**src/rtl/mc_ctrl_pkg.sv**
```systemverilog
// -----------------------------------------------------------------------------
// mc_ctrl_pkg
// Shared definitions for the multi-cycle controller and its datapath:
//   - controller state encoding (state_e)
//   - opcode constants of the supported instruction subset
//   - ALU_SrcB, ALU_op and PC_source encodings
//   - op-class encoding latched by the controller in DECODE (op_class_e)
//   - ctrl_t, the bundle of control outputs produced by the decoder
//   - classify(), mapping an opcode onto its op-class
// -----------------------------------------------------------------------------
package mc_ctrl_pkg;

   typedef enum logic [3:0] {
      ST_INIT     = 4'd0,
      ST_FETCH    = 4'd1,
      ST_DECODE   = 4'd2,
      ST_MEM_ADDR = 4'd3,
      ST_MEM_RD   = 4'd4,
      ST_MEM_WB   = 4'd5,
      ST_MEM_WR   = 4'd6,
      ST_R_EX     = 4'd7,
      ST_R_WB     = 4'd8,
      ST_I_EX     = 4'd9,
      ST_I_WB     = 4'd10,
      ST_BRANCH   = 4'd11,
      ST_JUMP     = 4'd12,
      ST_HALT     = 4'd13
   } state_e;

   // Opcodes (IR[31:26])
   localparam logic [5:0] OP_RTYPE = 6'b000000;
   localparam logic [5:0] OP_LW    = 6'b100011;
   localparam logic [5:0] OP_SW    = 6'b101011;
   localparam logic [5:0] OP_ADDI  = 6'b001000;
   localparam logic [5:0] OP_ANDI  = 6'b001100;
   localparam logic [5:0] OP_ORI   = 6'b001101;
   localparam logic [5:0] OP_LUI   = 6'b001111;
   localparam logic [5:0] OP_SLTI  = 6'b001010;
   localparam logic [5:0] OP_BEQ   = 6'b000100;
   localparam logic [5:0] OP_BNE   = 6'b000101;
   localparam logic [5:0] OP_J     = 6'b000010;

   // ALU operand B select
   localparam logic [2:0] SRCB_RT     = 3'd0;
   localparam logic [2:0] SRCB_FOUR   = 3'd1;
   localparam logic [2:0] SRCB_IMM    = 3'd2;
   localparam logic [2:0] SRCB_OFFSET = 3'd3;
   localparam logic [2:0] SRCB_UPPER  = 3'd4;

   // ALU operation
   localparam logic [2:0] ALU_ADD   = 3'd0;
   localparam logic [2:0] ALU_SUB   = 3'd1;
   localparam logic [2:0] ALU_FUNCT = 3'd2;
   localparam logic [2:0] ALU_AND   = 3'd3;
   localparam logic [2:0] ALU_OR    = 3'd4;
   localparam logic [2:0] ALU_SLT   = 3'd5;

   // PC source select
   localparam logic [1:0] PCSRC_ALU    = 2'd0;
   localparam logic [1:0] PCSRC_ALUOUT = 2'd1;
   localparam logic [1:0] PCSRC_JUMP   = 2'd2;

   typedef enum logic [3:0] {
      OPC_NONE    = 4'd0,
      OPC_LW      = 4'd1,
      OPC_SW      = 4'd2,
      OPC_RTYPE   = 4'd3,
      OPC_ADDI    = 4'd4,
      OPC_ANDI    = 4'd5,
      OPC_ORI     = 4'd6,
      OPC_SLTI    = 4'd7,
      OPC_LUI     = 4'd8,
      OPC_BEQ     = 4'd9,
      OPC_BNE     = 4'd10,
      OPC_JUMP    = 4'd11,
      OPC_ILLEGAL = 4'd12
   } op_class_e;

   typedef struct packed {
      logic       mem_req;
      logic       mem_write;
      logic       iord;
      logic       ir_write;
      logic       pc_write;
      logic       reg_write;
      logic       reg_dst;
      logic       mem_to_reg;
      logic       alu_src_a;
      logic [2:0] alu_src_b;
      logic       ex_top;
      logic [2:0] alu_op;
      logic [1:0] pc_source;
      logic       illegal;
   } ctrl_t;

   localparam ctrl_t CTRL_IDLE = 19'd0;

   // Map an opcode onto the op-class carried forward from DECODE.
   function automatic op_class_e classify(input logic [5:0] opcode);
      op_class_e cls;
      case (opcode)
         OP_LW:    cls = OPC_LW;
         OP_SW:    cls = OPC_SW;
         OP_RTYPE: cls = OPC_RTYPE;
         OP_ADDI:  cls = OPC_ADDI;
         OP_ANDI:  cls = OPC_ANDI;
         OP_ORI:   cls = OPC_ORI;
         OP_SLTI:  cls = OPC_SLTI;
         OP_LUI:   cls = OPC_LUI;
         OP_BEQ:   cls = OPC_BEQ;
         OP_BNE:   cls = OPC_BNE;
         OP_J:     cls = OPC_JUMP;
         default:  cls = OPC_ILLEGAL;
      endcase
      return cls;
   endfunction

endpackage

```
**src/rtl/mc_ctrl_if.sv**
```systemverilog
// -----------------------------------------------------------------------------
// mc_ctrl_if
// Control bus between the multi-cycle controller and its datapath.
//   Status into the controller : Opcode[5:0], Funct[5:0], Zero, Mem_ready
//   Controls out of controller : Mem_req, Mem_write, IorD, IR_write, PC_write,
//                                Reg_write, Reg_dst, Mem_to_reg, ALU_SrcA,
//                                ALU_SrcB[2:0], Ex_top, ALU_op[2:0],
//                                PC_source[1:0], Illegal
// master = controller side, slave = datapath side.
// -----------------------------------------------------------------------------
interface mc_ctrl_if;

   logic [5:0] Opcode;
   logic [5:0] Funct;
   logic       Zero;
   logic       Mem_ready;

   logic       Mem_req;
   logic       Mem_write;
   logic       IorD;
   logic       IR_write;
   logic       PC_write;
   logic       Reg_write;
   logic       Reg_dst;
   logic       Mem_to_reg;
   logic       ALU_SrcA;
   logic [2:0] ALU_SrcB;
   logic       Ex_top;
   logic [2:0] ALU_op;
   logic [1:0] PC_source;
   logic       Illegal;

   modport master (
      input  Opcode, Funct, Zero, Mem_ready,
      output Mem_req, Mem_write, IorD, IR_write, PC_write, Reg_write,
             Reg_dst, Mem_to_reg, ALU_SrcA, ALU_SrcB, Ex_top, ALU_op,
             PC_source, Illegal
   );

   modport slave (
      output Opcode, Funct, Zero, Mem_ready,
      input  Mem_req, Mem_write, IorD, IR_write, PC_write, Reg_write,
             Reg_dst, Mem_to_reg, ALU_SrcA, ALU_SrcB, Ex_top, ALU_op,
             PC_source, Illegal
   );

endinterface

```
**src/rtl/mc_ctrl_decode.sv**
```systemverilog
// -----------------------------------------------------------------------------
// mc_ctrl_decode
// Output decoder of the multi-cycle controller. Purely combinational: outputs
// follow the state, except the FETCH write strobes (qualified by mem_ready) and
// the BRANCH PC write (qualified by zero).
//   state     in  current controller state
//   op_class  in  op-class latched in DECODE
//   illegal   in  sticky illegal-opcode flag
//   zero      in  ALU zero flag
//   mem_ready in  memory completion strobe
//   ctrl      out decoded control bundle
// -----------------------------------------------------------------------------
module mc_ctrl_decode
   import mc_ctrl_pkg::*;
(
   input  state_e    state,
   input  op_class_e op_class,
   input  logic      illegal,
   input  logic      zero,
   input  logic      mem_ready,
   output ctrl_t     ctrl
);

   // Control outputs decoded from state and op-class.
   always_comb begin
      ctrl         = CTRL_IDLE;
      ctrl.illegal = illegal;
      case (state)
         ST_INIT: begin
            ctrl = CTRL_IDLE;
         end
         ST_FETCH: begin
            ctrl.mem_req   = 1'b1;
            ctrl.iord      = 1'b0;
            ctrl.alu_src_a = 1'b0;
            ctrl.alu_src_b = SRCB_FOUR;
            ctrl.alu_op    = ALU_ADD;
            ctrl.pc_source = PCSRC_ALU;
            // IR and PC load only on the cycle the fetch completes
            ctrl.ir_write  = mem_ready;
            ctrl.pc_write  = mem_ready;
         end
         ST_DECODE: begin
            // speculative branch target PC + (offset << 2) into ALUOut
            ctrl.alu_src_a = 1'b0;
            ctrl.alu_src_b = SRCB_OFFSET;
            ctrl.ex_top    = 1'b1;
            ctrl.alu_op    = ALU_ADD;
         end
         ST_MEM_ADDR: begin
            ctrl.alu_src_a = 1'b1;
            ctrl.alu_src_b = SRCB_IMM;
            ctrl.ex_top    = 1'b1;
            ctrl.alu_op    = ALU_ADD;
         end
         ST_MEM_RD: begin
            ctrl.mem_req = 1'b1;
            ctrl.iord    = 1'b1;
         end
         ST_MEM_WB: begin
            ctrl.reg_write  = 1'b1;
            ctrl.reg_dst    = 1'b0;
            ctrl.mem_to_reg = 1'b1;
         end
         ST_MEM_WR: begin
            ctrl.mem_req   = 1'b1;
            ctrl.mem_write = 1'b1;
            ctrl.iord      = 1'b1;
         end
         ST_R_EX: begin
            ctrl.alu_src_a = 1'b1;
            ctrl.alu_src_b = SRCB_RT;
            ctrl.alu_op    = ALU_FUNCT;
         end
         ST_R_WB: begin
            ctrl.reg_write  = 1'b1;
            ctrl.reg_dst    = 1'b1;
            ctrl.mem_to_reg = 1'b0;
         end
         ST_I_EX: begin
            ctrl.alu_src_a = 1'b1;
            case (op_class)
               OPC_ADDI: begin
                  ctrl.alu_src_b = SRCB_IMM;
                  ctrl.ex_top    = 1'b1;
                  ctrl.alu_op    = ALU_ADD;
               end
               OPC_ANDI: begin
                  ctrl.alu_src_b = SRCB_IMM;
                  ctrl.ex_top    = 1'b0;
                  ctrl.alu_op    = ALU_AND;
               end
               OPC_ORI: begin
                  ctrl.alu_src_b = SRCB_IMM;
                  ctrl.ex_top    = 1'b0;
                  ctrl.alu_op    = ALU_OR;
               end
               OPC_SLTI: begin
                  ctrl.alu_src_b = SRCB_IMM;
                  ctrl.ex_top    = 1'b1;
                  ctrl.alu_op    = ALU_SLT;
               end
               OPC_LUI: begin
                  // rs field is $0 in lui, so A is zero and OR passes imm<<16
                  ctrl.alu_src_b = SRCB_UPPER;
                  ctrl.alu_op    = ALU_OR;
               end
               default: begin
                  ctrl.alu_src_b = SRCB_RT;
               end
            endcase
         end
         ST_I_WB: begin
            ctrl.reg_write  = 1'b1;
            ctrl.reg_dst    = 1'b0;
            ctrl.mem_to_reg = 1'b0;
         end
         ST_BRANCH: begin
            ctrl.alu_src_a = 1'b1;
            ctrl.alu_src_b = SRCB_RT;
            ctrl.alu_op    = ALU_SUB;
            ctrl.pc_source = PCSRC_ALUOUT;
            if (op_class == OPC_BEQ) begin
               ctrl.pc_write = zero;
            end else if (op_class == OPC_BNE) begin
               ctrl.pc_write = ~zero;
            end else begin
               ctrl.pc_write = 1'b0;
            end
         end
         ST_JUMP: begin
            ctrl.pc_source = PCSRC_JUMP;
            ctrl.pc_write  = 1'b1;
         end
         ST_HALT: begin
            ctrl.illegal = 1'b1;
         end
         default: begin
            ctrl = CTRL_IDLE;
         end
      endcase
   end

endmodule

```
**src/rtl/mc_control_fsm.sv**
```systemverilog
// -----------------------------------------------------------------------------
// mc_control_fsm
// Multi-cycle MIPS-subset controller: state register, op-class latch, sticky
// Illegal flag and next-state logic; output decoding lives in mc_ctrl_decode.
//   clk    in  clock, rising edge
//   rst_n  in  asynchronous active-low reset
//   bus    master side of mc_ctrl_if (Opcode/Funct/Zero/Mem_ready in,
//          datapath and memory controls out)
// -----------------------------------------------------------------------------
module mc_control_fsm
   import mc_ctrl_pkg::*;
(
   input  logic        clk,
   input  logic        rst_n,
   mc_ctrl_if.master   bus
);

   state_e    state_r;
   state_e    state_next_s;
   op_class_e op_class_r;
   op_class_e decoded_class_s;
   logic      illegal_r;
   logic      enter_halt_s;
   ctrl_t     ctrl_s;

   // Classify the incoming opcode; only consumed while in DECODE.
   always_comb begin
      decoded_class_s = classify(bus.Opcode);
   end

   // State register.
   always_ff @(posedge clk or negedge rst_n) begin
      if (!rst_n) begin
         state_r <= ST_INIT;
      end else begin
         state_r <= state_next_s;
      end
   end

   // Op-class latch: captured once per instruction in DECODE.
   always_ff @(posedge clk or negedge rst_n) begin
      if (!rst_n) begin
         op_class_r <= OPC_NONE;
      end else if (state_r == ST_DECODE) begin
         op_class_r <= decoded_class_s;
      end else begin
         op_class_r <= op_class_r;
      end
   end

   // Sticky Illegal flag, set on the DECODE->HALT transition.
   always_ff @(posedge clk or negedge rst_n) begin
      if (!rst_n) begin
         illegal_r <= 1'b0;
      end else if (enter_halt_s) begin
         illegal_r <= 1'b1;
      end else begin
         illegal_r <= illegal_r;
      end
   end

   // Next-state logic.
   always_comb begin
      state_next_s = state_r;
      case (state_r)
         ST_INIT: begin
            state_next_s = ST_FETCH;
         end
         ST_FETCH: begin
            if (bus.Mem_ready) begin
               state_next_s = ST_DECODE;
            end else begin
               state_next_s = ST_FETCH;
            end
         end
         ST_DECODE: begin
            case (decoded_class_s)
               OPC_LW, OPC_SW:   state_next_s = ST_MEM_ADDR;
               OPC_RTYPE:        state_next_s = ST_R_EX;
               OPC_ADDI, OPC_ANDI, OPC_ORI, OPC_SLTI, OPC_LUI:
                                 state_next_s = ST_I_EX;
               OPC_BEQ, OPC_BNE: state_next_s = ST_BRANCH;
               OPC_JUMP:         state_next_s = ST_JUMP;
               default:          state_next_s = ST_HALT;
            endcase
         end
         ST_MEM_ADDR: begin
            if (op_class_r == OPC_LW) begin
               state_next_s = ST_MEM_RD;
            end else if (op_class_r == OPC_SW) begin
               state_next_s = ST_MEM_WR;
            end else begin
               state_next_s = ST_FETCH;
            end
         end
         ST_MEM_RD: begin
            if (bus.Mem_ready) begin
               state_next_s = ST_MEM_WB;
            end else begin
               state_next_s = ST_MEM_RD;
            end
         end
         ST_MEM_WB: begin
            state_next_s = ST_FETCH;
         end
         ST_MEM_WR: begin
            if (bus.Mem_ready) begin
               state_next_s = ST_FETCH;
            end else begin
               state_next_s = ST_MEM_WR;
            end
         end
         ST_R_EX:   state_next_s = ST_R_WB;
         ST_R_WB:   state_next_s = ST_FETCH;
         ST_I_EX:   state_next_s = ST_I_WB;
         ST_I_WB:   state_next_s = ST_FETCH;
         ST_BRANCH: state_next_s = ST_FETCH;
         ST_JUMP:   state_next_s = ST_FETCH;
         ST_HALT:   state_next_s = ST_HALT;
         default:   state_next_s = ST_INIT;
      endcase
   end

   // Halt entry qualifies the sticky Illegal flag.
   always_comb begin
      if ((state_r == ST_DECODE) && (state_next_s == ST_HALT)) begin
         enter_halt_s = 1'b1;
      end else begin
         enter_halt_s = 1'b0;
      end
   end

   mc_ctrl_decode u_decode (
      .state     (state_r),
      .op_class  (op_class_r),
      .illegal   (illegal_r),
      .zero      (bus.Zero),
      .mem_ready (bus.Mem_ready),
      .ctrl      (ctrl_s)
   );

   assign bus.Mem_req    = ctrl_s.mem_req;
   assign bus.Mem_write  = ctrl_s.mem_write;
   assign bus.IorD       = ctrl_s.iord;
   assign bus.IR_write   = ctrl_s.ir_write;
   assign bus.PC_write   = ctrl_s.pc_write;
   assign bus.Reg_write  = ctrl_s.reg_write;
   assign bus.Reg_dst    = ctrl_s.reg_dst;
   assign bus.Mem_to_reg = ctrl_s.mem_to_reg;
   assign bus.ALU_SrcA   = ctrl_s.alu_src_a;
   assign bus.ALU_SrcB   = ctrl_s.alu_src_b;
   assign bus.Ex_top     = ctrl_s.ex_top;
   assign bus.ALU_op     = ctrl_s.alu_op;
   assign bus.PC_source  = ctrl_s.pc_source;
   assign bus.Illegal    = ctrl_s.illegal;

endmodule

```
**src/flat_wrapper.sv**
```systemverilog
// flat-port wrapper written by rule: the top's interface ports become plain ports
module mc_control_fsm_flat import mc_ctrl_pkg::*;
  (clk, rst_n, bus_Opcode, bus_Funct, bus_Zero, bus_Mem_ready, bus_Mem_req, bus_Mem_write, bus_IorD, bus_IR_write, bus_PC_write, bus_Reg_write, bus_Reg_dst, bus_Mem_to_reg, bus_ALU_SrcA, bus_ALU_SrcB, bus_Ex_top, bus_ALU_op, bus_PC_source, bus_Illegal);
  mc_ctrl_if bus_i ();
  input  logic clk;
  input  logic rst_n;
  input wire logic [$bits(bus_i.Opcode)-1:0] bus_Opcode;
  input wire logic [$bits(bus_i.Funct)-1:0] bus_Funct;
  input wire logic [$bits(bus_i.Zero)-1:0] bus_Zero;
  input wire logic [$bits(bus_i.Mem_ready)-1:0] bus_Mem_ready;
  output wire logic [$bits(bus_i.Mem_req)-1:0] bus_Mem_req;
  output wire logic [$bits(bus_i.Mem_write)-1:0] bus_Mem_write;
  output wire logic [$bits(bus_i.IorD)-1:0] bus_IorD;
  output wire logic [$bits(bus_i.IR_write)-1:0] bus_IR_write;
  output wire logic [$bits(bus_i.PC_write)-1:0] bus_PC_write;
  output wire logic [$bits(bus_i.Reg_write)-1:0] bus_Reg_write;
  output wire logic [$bits(bus_i.Reg_dst)-1:0] bus_Reg_dst;
  output wire logic [$bits(bus_i.Mem_to_reg)-1:0] bus_Mem_to_reg;
  output wire logic [$bits(bus_i.ALU_SrcA)-1:0] bus_ALU_SrcA;
  output wire logic [$bits(bus_i.ALU_SrcB)-1:0] bus_ALU_SrcB;
  output wire logic [$bits(bus_i.Ex_top)-1:0] bus_Ex_top;
  output wire logic [$bits(bus_i.ALU_op)-1:0] bus_ALU_op;
  output wire logic [$bits(bus_i.PC_source)-1:0] bus_PC_source;
  output wire logic [$bits(bus_i.Illegal)-1:0] bus_Illegal;
  assign bus_i.Opcode = bus_Opcode;
  assign bus_i.Funct = bus_Funct;
  assign bus_i.Zero = bus_Zero;
  assign bus_i.Mem_ready = bus_Mem_ready;
  assign bus_Mem_req = bus_i.Mem_req;
  assign bus_Mem_write = bus_i.Mem_write;
  assign bus_IorD = bus_i.IorD;
  assign bus_IR_write = bus_i.IR_write;
  assign bus_PC_write = bus_i.PC_write;
  assign bus_Reg_write = bus_i.Reg_write;
  assign bus_Reg_dst = bus_i.Reg_dst;
  assign bus_Mem_to_reg = bus_i.Mem_to_reg;
  assign bus_ALU_SrcA = bus_i.ALU_SrcA;
  assign bus_ALU_SrcB = bus_i.ALU_SrcB;
  assign bus_Ex_top = bus_i.Ex_top;
  assign bus_ALU_op = bus_i.ALU_op;
  assign bus_PC_source = bus_i.PC_source;
  assign bus_Illegal = bus_i.Illegal;
  mc_control_fsm u_core (.clk(clk), .rst_n(rst_n), .bus(bus_i));
endmodule
```
**config.mk**
```make
export PLATFORM = sky130hd
export DESIGN_NAME = mc_control_fsm_flat
export DESIGN_NICKNAME = d
export VERILOG_FILES = /design/src/rtl/mc_ctrl_pkg.sv /design/src/rtl/mc_ctrl_if.sv /design/src/rtl/mc_ctrl_decode.sv /design/src/rtl/mc_control_fsm.sv /design/src/flat_wrapper.sv
export SDC_FILE = /design/constraint.sdc
export NUM_CORES = 1
export LEC_CHECK = 0
export ABC_AREA = 1
export CAP_MARGIN = 0
export CORE_MARGIN = 2
export CORE_UTILIZATION = 65
export DETAILED_ROUTE_END_ITERATION = 6
export DONT_BUFFER_PORTS = 1
export PLACE_DENSITY_LB_ADDON = 0.1
export SETUP_SLACK_MARGIN = 0.05
export SLEW_MARGIN = 20
export SYNTH_ARGS = -nofsm -noshare
export SYNTH_HDL_FRONTEND = slang
export SYNTH_HIERARCHICAL = 1
export SYNTH_SLANG_ARGS = --single-unit
```
**constraint.sdc**
```tcl
create_clock -name clk -period 2.7 [get_ports clk]
set_input_delay 0.54 -clock clk [delete_from_list [all_inputs] [get_ports clk]]
set_output_delay 0.54 -clock clk [all_outputs]
set_load 0.005 [all_outputs]
```
==> results of run 1 <==
==> worst max-delay path, cell delays in order, from the launching register on <==
cell	delay [ns]
dfrtp_1	0.64
inv_2	0.11
nor2_4	0.17
nand3_2	0.09
nand2_1	0.06
inv_1	0.04
nand2_1	0.07
==> metal layers <==
metal  part of all wire (%)  vias to the layer above  track usage [%]
met5                      0                        -                0
met4                    2.5                        0             19.4
met3                    7.2                        4             3.17
met2                     50                       61             47.2
met1                     40                      540             30.7
li1                       -                      629                -
==> state kept, by name, summed over array words and instances (netlist names) <==
register and count:
u_core/state_r 4, u_core/illegal_r 1, u_core/op_class_r 4
==> logic make-up after synthesis <==
family	count (synthesis)
AO/OA/AOI/OAI	20
XOR/XNOR	1
adder cells (fa/ha/maj)	3
buffers and inverters	37
flip-flops	9
multiplexers	1
AND/OR/NAND/NOR	125
==> placed cells by master, fill, tap and decap left out, drive strengths merged <==
cell type / n
nor2: 35
nand4: 4
o22ai: 1
o21ai: 8
o31ai: 1
xor2: 1
nor3: 4
nand2: 60
a211oi: 1
nor4: 1
mux2: 1
ha: 3
dfrtp: 9
clkbuf: 4
dlygate4sd3: 1
inv: 36
o221ai: 1
nand3: 21
o21bai: 1
a21oi: 7
==> stage by stage <==
stage	instance area (um^2)	hold slack (ns)	setup WS, ns	total power, W
6_report	1190	0.457	0.719	0.00100
5_1_grt	1190	0.446	0.628	0.00111
4_1_cts	1190	0.431	0.726	0.000999
3_5_place_dp	1160	0.245	0.631	0.000887
3_3_place_gp	1160	0.245	0.629	0.000864
2_1_floorplan	1150	0.244	0.844	0.000789
==> power breakdown <==
group / internal (W) / switching, W / total, W
combinational: 0.000192 / 0.000408 / 0.000600
clock: 0.0000567 / 0.0000434 / 0.000100
sequential: 0.000185 / 0.000114 / 0.000299
total: 0.000434 / 0.000565 / 0.00100
==> repair_timing <==
item | CTS | global route
setup endpoints to repair | 0 | 0
endpoints found under the hold margin | 9 | 0
hold buffers | 1 | 0
==> path summary, 6_finish.rpt <==
kind / from / to / slack (ns)
worst min register to register: u_core/illegal_r$_DFFE_PN0P_ / u_core/illegal_r$_DFFE_PN0P_ / 0.46
max in group asynchronous: rst_n / u_core/state_r[3]$_DFF_PN0_ / 1.80
worst min-delay path: bus_Mem_ready / u_core/state_r[1]$_DFF_PN0_ / 0.46
worst max register to register: u_core/state_r[1]$_DFF_PN0_ / u_core/illegal_r$_DFFE_PN0P_ / 0.98
min in group asynchronous: rst_n / u_core/op_class_r[1]$_DFFE_PN0P_ / 0.63
worst max-delay path: u_core/state_r[0]$_DFF_PN0_ / bus_PC_write / 0.72
==> final cells by class <==
type	instances	area, um^2	share of cell area (%)
repair buffers	1	10.0	0.839
multi-input cells	150	776	65.0
clock buffers	4	26.3	2.20
flip-flops and latches	9	225	18.9
inverters	36	135	11.3
well taps	17	21.3	1.78
==> run summary, run 1 <==
synthesized-area fraction occupied by ao, oa, aoi and oai cells -> 11.5%
height of the chip -> 46.0 um
adder and majority gate portion of the synthesized area -> 3.27%
Hold Path Class -> in -> reg
share of the core filled with cells in the final layout -> 70.7%
total placed cells including tap cells -> 212
Synth Warn # -> 6
maximum net fanout on the critical path -> 13
total via count after detailed routing -> 1234
later-pin clock latency in the skew report -> 0.26 ns
share of the synthesized area in the top cell type -> 19.6%
most frequent cell after synthesis -> nand2_1
number of clock sinks -> 9
antenna-violating nets left -> 0
sequential-to-total area share from yosys stat -> 19.6%
Finish-stage setup viols -> 0
max frequency -> 505 MHz
ANT cells -> 0
clock tree root driver cell -> clkbuf_4
placer congestion estimate -> 0.959
Layout Nets -> 220
Synth Area per Inst -> 5.85 um^2
Finished Layout Cells -> 217
number of distinct library cell variants in the gate-level netlist after synthesis -> 29
worst hold path cell count -> 2
type of the setup path with the least slack -> reg -> out
result of the run -> complete, no violations
clock period minus worst slack -> 1.98 ns
pin count of the biggest net entering global routing -> 14
top_reg_cell synth -> dfrtp_1
total global routing overflow -> 0
parity-gate share of the synthesized area counting xor and xnor cells -> 0.763%
CTS buffer count -> 3
main combinational cell family by area after synthesis -> simple AND/OR/NAND/NOR gates
Die Span X -> 46.0 um
number of design rule violations left after detail routing -> 0
portion of netlist area occupied by mux cells -> 0.981%
Starting Density -> 67.9%
setup TNS -> 0 ns
share of synthesized registers carrying an async set or reset -> 100%
port bufs -> 0
via count of the first global-routing pass -> 1016
filler cell count in the final layout -> 167
number of ports placed on the die boundary -> 35
Post-Syn Nets -> 215
routed via count divided by cell count -> 5.69
full die area -> 2120 um^2
worst slew slack as a fraction of its limit -> 68.3%
fraction of the mapped netlist area in simple logic gates -> 51.1%
unrepaired setup endpoints after global routing -> no
total leakage power -> 0.719 nW
Worst-path clk slew -> 0.05 ns
post-synthesis instance area -> 1150 um^2
global-route wire length before repair -> 4100 um
arrival time of data at the critical path endpoint -> 1.44 ns
transition time of the tightest slew-check pin -> 0.476 ns
antenna violations before repair -> 0
share of layout cells above drive strength 1 -> 14.5%
Floorplan Core Area -> 1690 um^2
Max Buffers Root-to-Sink -> 2
detailed placement HPWL -> 2020 um
TritonCTS clock tree -> yes
Power Dens Cells -> 838 nW/um^2
number of cells traversed by the worst register-to-register path -> 7
drt first-iter violations -> 49
VDD IR max -> 454 uV
average wire length per cell after detail routing -> 11.6 um
synthesis-stage register bit count -> 9
Crit path required time -> 2.16 ns
max capacitance violation total -> 0
maximum level of the CTS H-tree -> 1
post-synthesis to final-layout area growth -> 4.03%
total setup buffers inserted after CTS -> 0
final hold violation count -> 0
count of instances resized after the clock tree is built -> 0
Final Cycle Share -> 73.4%
critical path launch point type -> flop
All-Layer GR Usage -> 27.4%
Final Max Tran Viols -> 0
total routed wirelength -> 2530 um
Crit. End Element -> output port
cells taking the most area after synthesis -> dfrtp_1 20%, nand2_1 18%, inv_1 10%
Syn Inst Count -> 196
final setup skew -> 0.000288 ns
top cells by count, synth -> 56 x nand2_1, 32 x inv_1, 28 x nor2_1
Post-synth EDFFs -> 0
cell accounting for the most synthesized area -> dfrtp_1
Detailed Routing Iterations Pass 1 -> 5
number of placement rows -> 15
(Power assumes the default switching activity.)
==> inputs of run 2 (changes only) <==
--- a/config.mk
+++ b/config.mk
@@ -8,7 +8,7 @@
 export ABC_AREA = 1
 export CAP_MARGIN = 0
 export CORE_MARGIN = 2
-export CORE_UTILIZATION = 65
+export CORE_UTILIZATION = 63
 export DETAILED_ROUTE_END_ITERATION = 6
 export DONT_BUFFER_PORTS = 1
 export PLACE_DENSITY_LB_ADDON = 0.1
==> constraint.sdc (replaced) <==
create_clock -name clk -period 2 [get_ports clk]
set_input_delay 0.4 -clock clk [delete_from_list [all_inputs] [get_ports clk]]
set_output_delay 0.4 -clock clk [all_outputs]
set_load 0.005 [all_outputs]
==> run 2 against run 1 <==
Net effect:
- register-to-register slack worse by 0.63 ns
- core utilization down 0.45 points
- worst hold slack worse by 0.15 ns
- highest routed layer unchanged
- via count shrank 1.9%
- combinational power rose by 39%
- count of clock-buffer cells in the layout unchanged
- clock power increased by 32%
- power rose by 36%
- final area rose by 1.6%
==> run summary, run 2 (synthesis results as in run 1) <==
antenna violations before repair -> 0 (unchanged)
clock period minus worst slack -> 1.75 ns
Post-Route Hold Slack -> 0.310 ns (was 0.457 ns)
worst slew slack as a fraction of its limit -> 72.7% (was 68.3%)
area taken by flip-flops and latches -> 226 um^2 (was 225 um^2)
cell area after layout -> 1210 um^2 (was 1190 um^2)
TritonCTS clock tree -> yes (unchanged)
Combinational Power Share -> 61.3% (was 60.0%)
startpoint of the worst-slack reg-to-reg timing path -> u_core/state_r[3]$_DFF_PN0_ (was u_core/state_r[1]$_DFF_PN0_)
hold wc startpoint -> bus_Mem_ready (unchanged)
full die area -> 2180 um^2 (was 2120 um^2)
type of the setup path with the least slack -> reg -> out (unchanged)
biggest regs -> u_core/op_class_r x4, u_core/state_r x4, u_core/illegal_r x1 (unchanged)
result of the run -> complete, no violations (unchanged)
antenna-violating nets left -> 0 (unchanged)
number of ports placed on the die boundary -> 35 (unchanged)
number of design rule violations left after detail routing -> 0 (unchanged)
final setup skew -> 0.00161 ns (was 0.000288 ns)
later-pin clock latency in the skew report -> 0.25 ns (was 0.26 ns)
Final Cycle Share -> 87.7%
total leakage power -> 0.723 nW (was 0.719 nW)
total global routing overflow -> 0 (unchanged)
commonest non-fill, non-tap cell in the layout -> nand2_1 (unchanged)
total setup buffers inserted after CTS -> 0 (unchanged)
final hold violation count -> 0 (unchanged)
Finished Layout Cells -> 226 (was 217)
Crit. End Element -> output port (unchanged)
instance area after placement -> 1170 um^2 (was 1160 um^2)
critical path launch point type -> flop (unchanged)
port bufs -> 0 (unchanged)
clock tree root driver cell -> clkbuf_4 (unchanged)
Hold EP -> u_core/state_r[1]$_DFF_PN0_ (unchanged)
Worst-path clk slew -> 0.05 ns (about the same)
Power Dens Cells -> 1120 nW/um^2 (was 838 nW/um^2)
transition time of the tightest slew-check pin -> 0.406 ns (was 0.476 ns)
GR Util met3 -> 2.35% (was 3.17%)
CTS buffer count -> 3 (unchanged)
Starting Density -> 66.4% (was 67.9%)
grt peak-use layer -> met2 (unchanged)
ANT cells -> 0 (unchanged)
routed via count divided by cell count -> 5.35 (was 5.69)
Finish-stage setup viols -> 0 (unchanged)
Floorplan Core Area -> 1730 um^2 (was 1690 um^2)
total placed cells including tap cells -> 221 (was 212)
Final Max Tran Viols -> 0 (unchanged)
maximum net fanout on the critical path -> 5 (was 13)
multi-input gate area in the final layout -> 776 um^2 (unchanged)
Reg power frac -> 28.9% (was 29.9%)
total via count after detailed routing -> 1210 (was 1234)
Detailed Routing Iterations Pass 1 -> 4 (was 5)
max frequency -> 570 MHz
placer congestion estimate -> 0.934 (was 0.959)
arrival time of data at the critical path endpoint -> 1.35 ns (was 1.44 ns)
reg-to-reg slack, setup -> 0.35 ns (was 0.98 ns)
met1 demand-to-capacity share in global routing -> 29.3% (was 30.7%)
max capacitance violation total -> 0 (unchanged)
share of layout cells above drive strength 1 -> 15.4% (was 14.5%)
average wire length per cell after detail routing -> 10.8 um (was 11.6 um)
detailed placement HPWL -> 1990 um (was 2020 um)
Max Buffers Root-to-Sink -> 2 (unchanged)
via count of the first global-routing pass -> 995 (was 1016)
terminus of the critical flop-to-flop path -> u_core/illegal_r$_DFFE_PN0P_ (unchanged)
NetSw -> 0.000758 W (was 0.000565 W)
total routed wirelength -> 2450 um (was 2530 um)
power share of the clock group -> 9.7% (was 10.0%)
number of placement rows -> 15 (unchanged)
Layout Nets -> 221 (was 220)
Crit path required time -> 1.60 ns (was 2.16 ns)
post-synthesis to final-layout area growth -> 5.67% (was 4.03%)
pin count of the biggest net entering global routing -> 14 (unchanged)
drt first-iter violations -> 55 (was 49)
Sw Share -> 55.9% (was 56.6%)
maximum level of the CTS H-tree -> 1 (unchanged)
VDD IR max -> 670 uV (was 454 uV)
worst hold path cell count -> 2 (unchanged)
cell internal pwr -> 0.000599 W (was 0.000434 W)
unrepaired setup endpoints after global routing -> no (unchanged)
All-Layer GR Usage -> 24.6% (was 27.4%)
filler cell count in the final layout -> 169 (was 167)
met2 Resource Use GR -> 43.6% (was 47.2%)
number of cells traversed by the worst register-to-register path -> 8 (was 7)
commonest cells after routing, fill and taps aside -> 56 x nand2_1, 32 x inv_1, 28 x nor2_1 (unchanged)
global-route wire length before repair -> 3800 um (was 4100 um)
Die Span X -> 46.7 um (was 46.0 um)
Hold Path Class -> in -> reg (unchanged)
number of clock sinks -> 9 (unchanged)
height of the chip -> 46.7 um (was 46.0 um)
share of the core filled with cells in the final layout -> 70.2% (was 70.7%)
setup TNS -> 0 ns (unchanged)
==> run 2: changes by cell type in the layout (fill, tap and decap cells not counted) <==
cell and delta:
buf_4 +1, dfrtp_1 -1, dfrtp_2 +1
==> run 2: repair_timing <==
action,CTS,global route
hold endpoints to repair,9,0
hold buffers,1,0
resized for setup,0,1
endpoints found under the setup margin,0,1
==> run 2: final cells by class <==
cell class,instances,share of cell area (%)
multi-input cells,150,64.0
flip-flops and latches,9,18.7
inverters,36,11.1
well taps,25,2.58
clock buffers,4,2.17
repair buffers,2,1.44
==> run 2: worst max path at each step <==
stage	from	to	slack [ns]
5_1_grt	u_core/state_r[1]$_DFF_PN0_	bus_ALU_op[0]	0.12
3_3_place_gp	bus_Opcode[1]	u_core/illegal_r$_DFFE_PN0P_	0.08
3_5_place_dp	bus_Opcode[1]	u_core/illegal_r$_DFFE_PN0P_	0.05
2_1_floorplan	bus_Opcode[1]	u_core/illegal_r$_DFFE_PN0P_	0.28
4_1_cts	u_core/state_r[0]$_DFF_PN0_	bus_PC_write	0.17
6_report	u_core/state_r[1]$_DFF_PN0_	bus_ALU_op[0]	0.25
==> run 2: power by group through the flow <==
stage / clock [W] / sequential, W / combinational [W]
after floorplan: 0 / 0.000357 / 0.000708
after CTS: 0.000136 / 0.000389 / 0.000829
after global placement: 0 / 0.000386 / 0.000795
after detailed placement: 0 / 0.000392 / 0.000819
after global routing: 0.000154 / 0.000409 / 0.000941
final: 0.000132 / 0.000393 / 0.000832
==> run 2: critical path: stages, from the launching register on <==
cell and delay, ns:
dfrtp_1 0.42, buf_4 0.18, inv_1 0.09, nand2_1 0.08, nor2_1 0.16, nand3_1 0.09, nand2_1 0.09
==> run 2: per-stage QoR <==
stage / worst slack [ns] / power [W]
after floorplan: 0.284 / 0.00106
after global routing: 0.118 / 0.00150
after CTS: 0.171 / 0.00135
after detailed placement: 0.0538 / 0.00121
after global placement: 0.0809 / 0.00118
final: 0.246 / 0.00136
==> run 2: layer usage <==
metal  up-vias  wire [um]
met4         0         42
met2        56       1170
met5         -          0
met1       517       1030
met3         6        203
li1        631          -
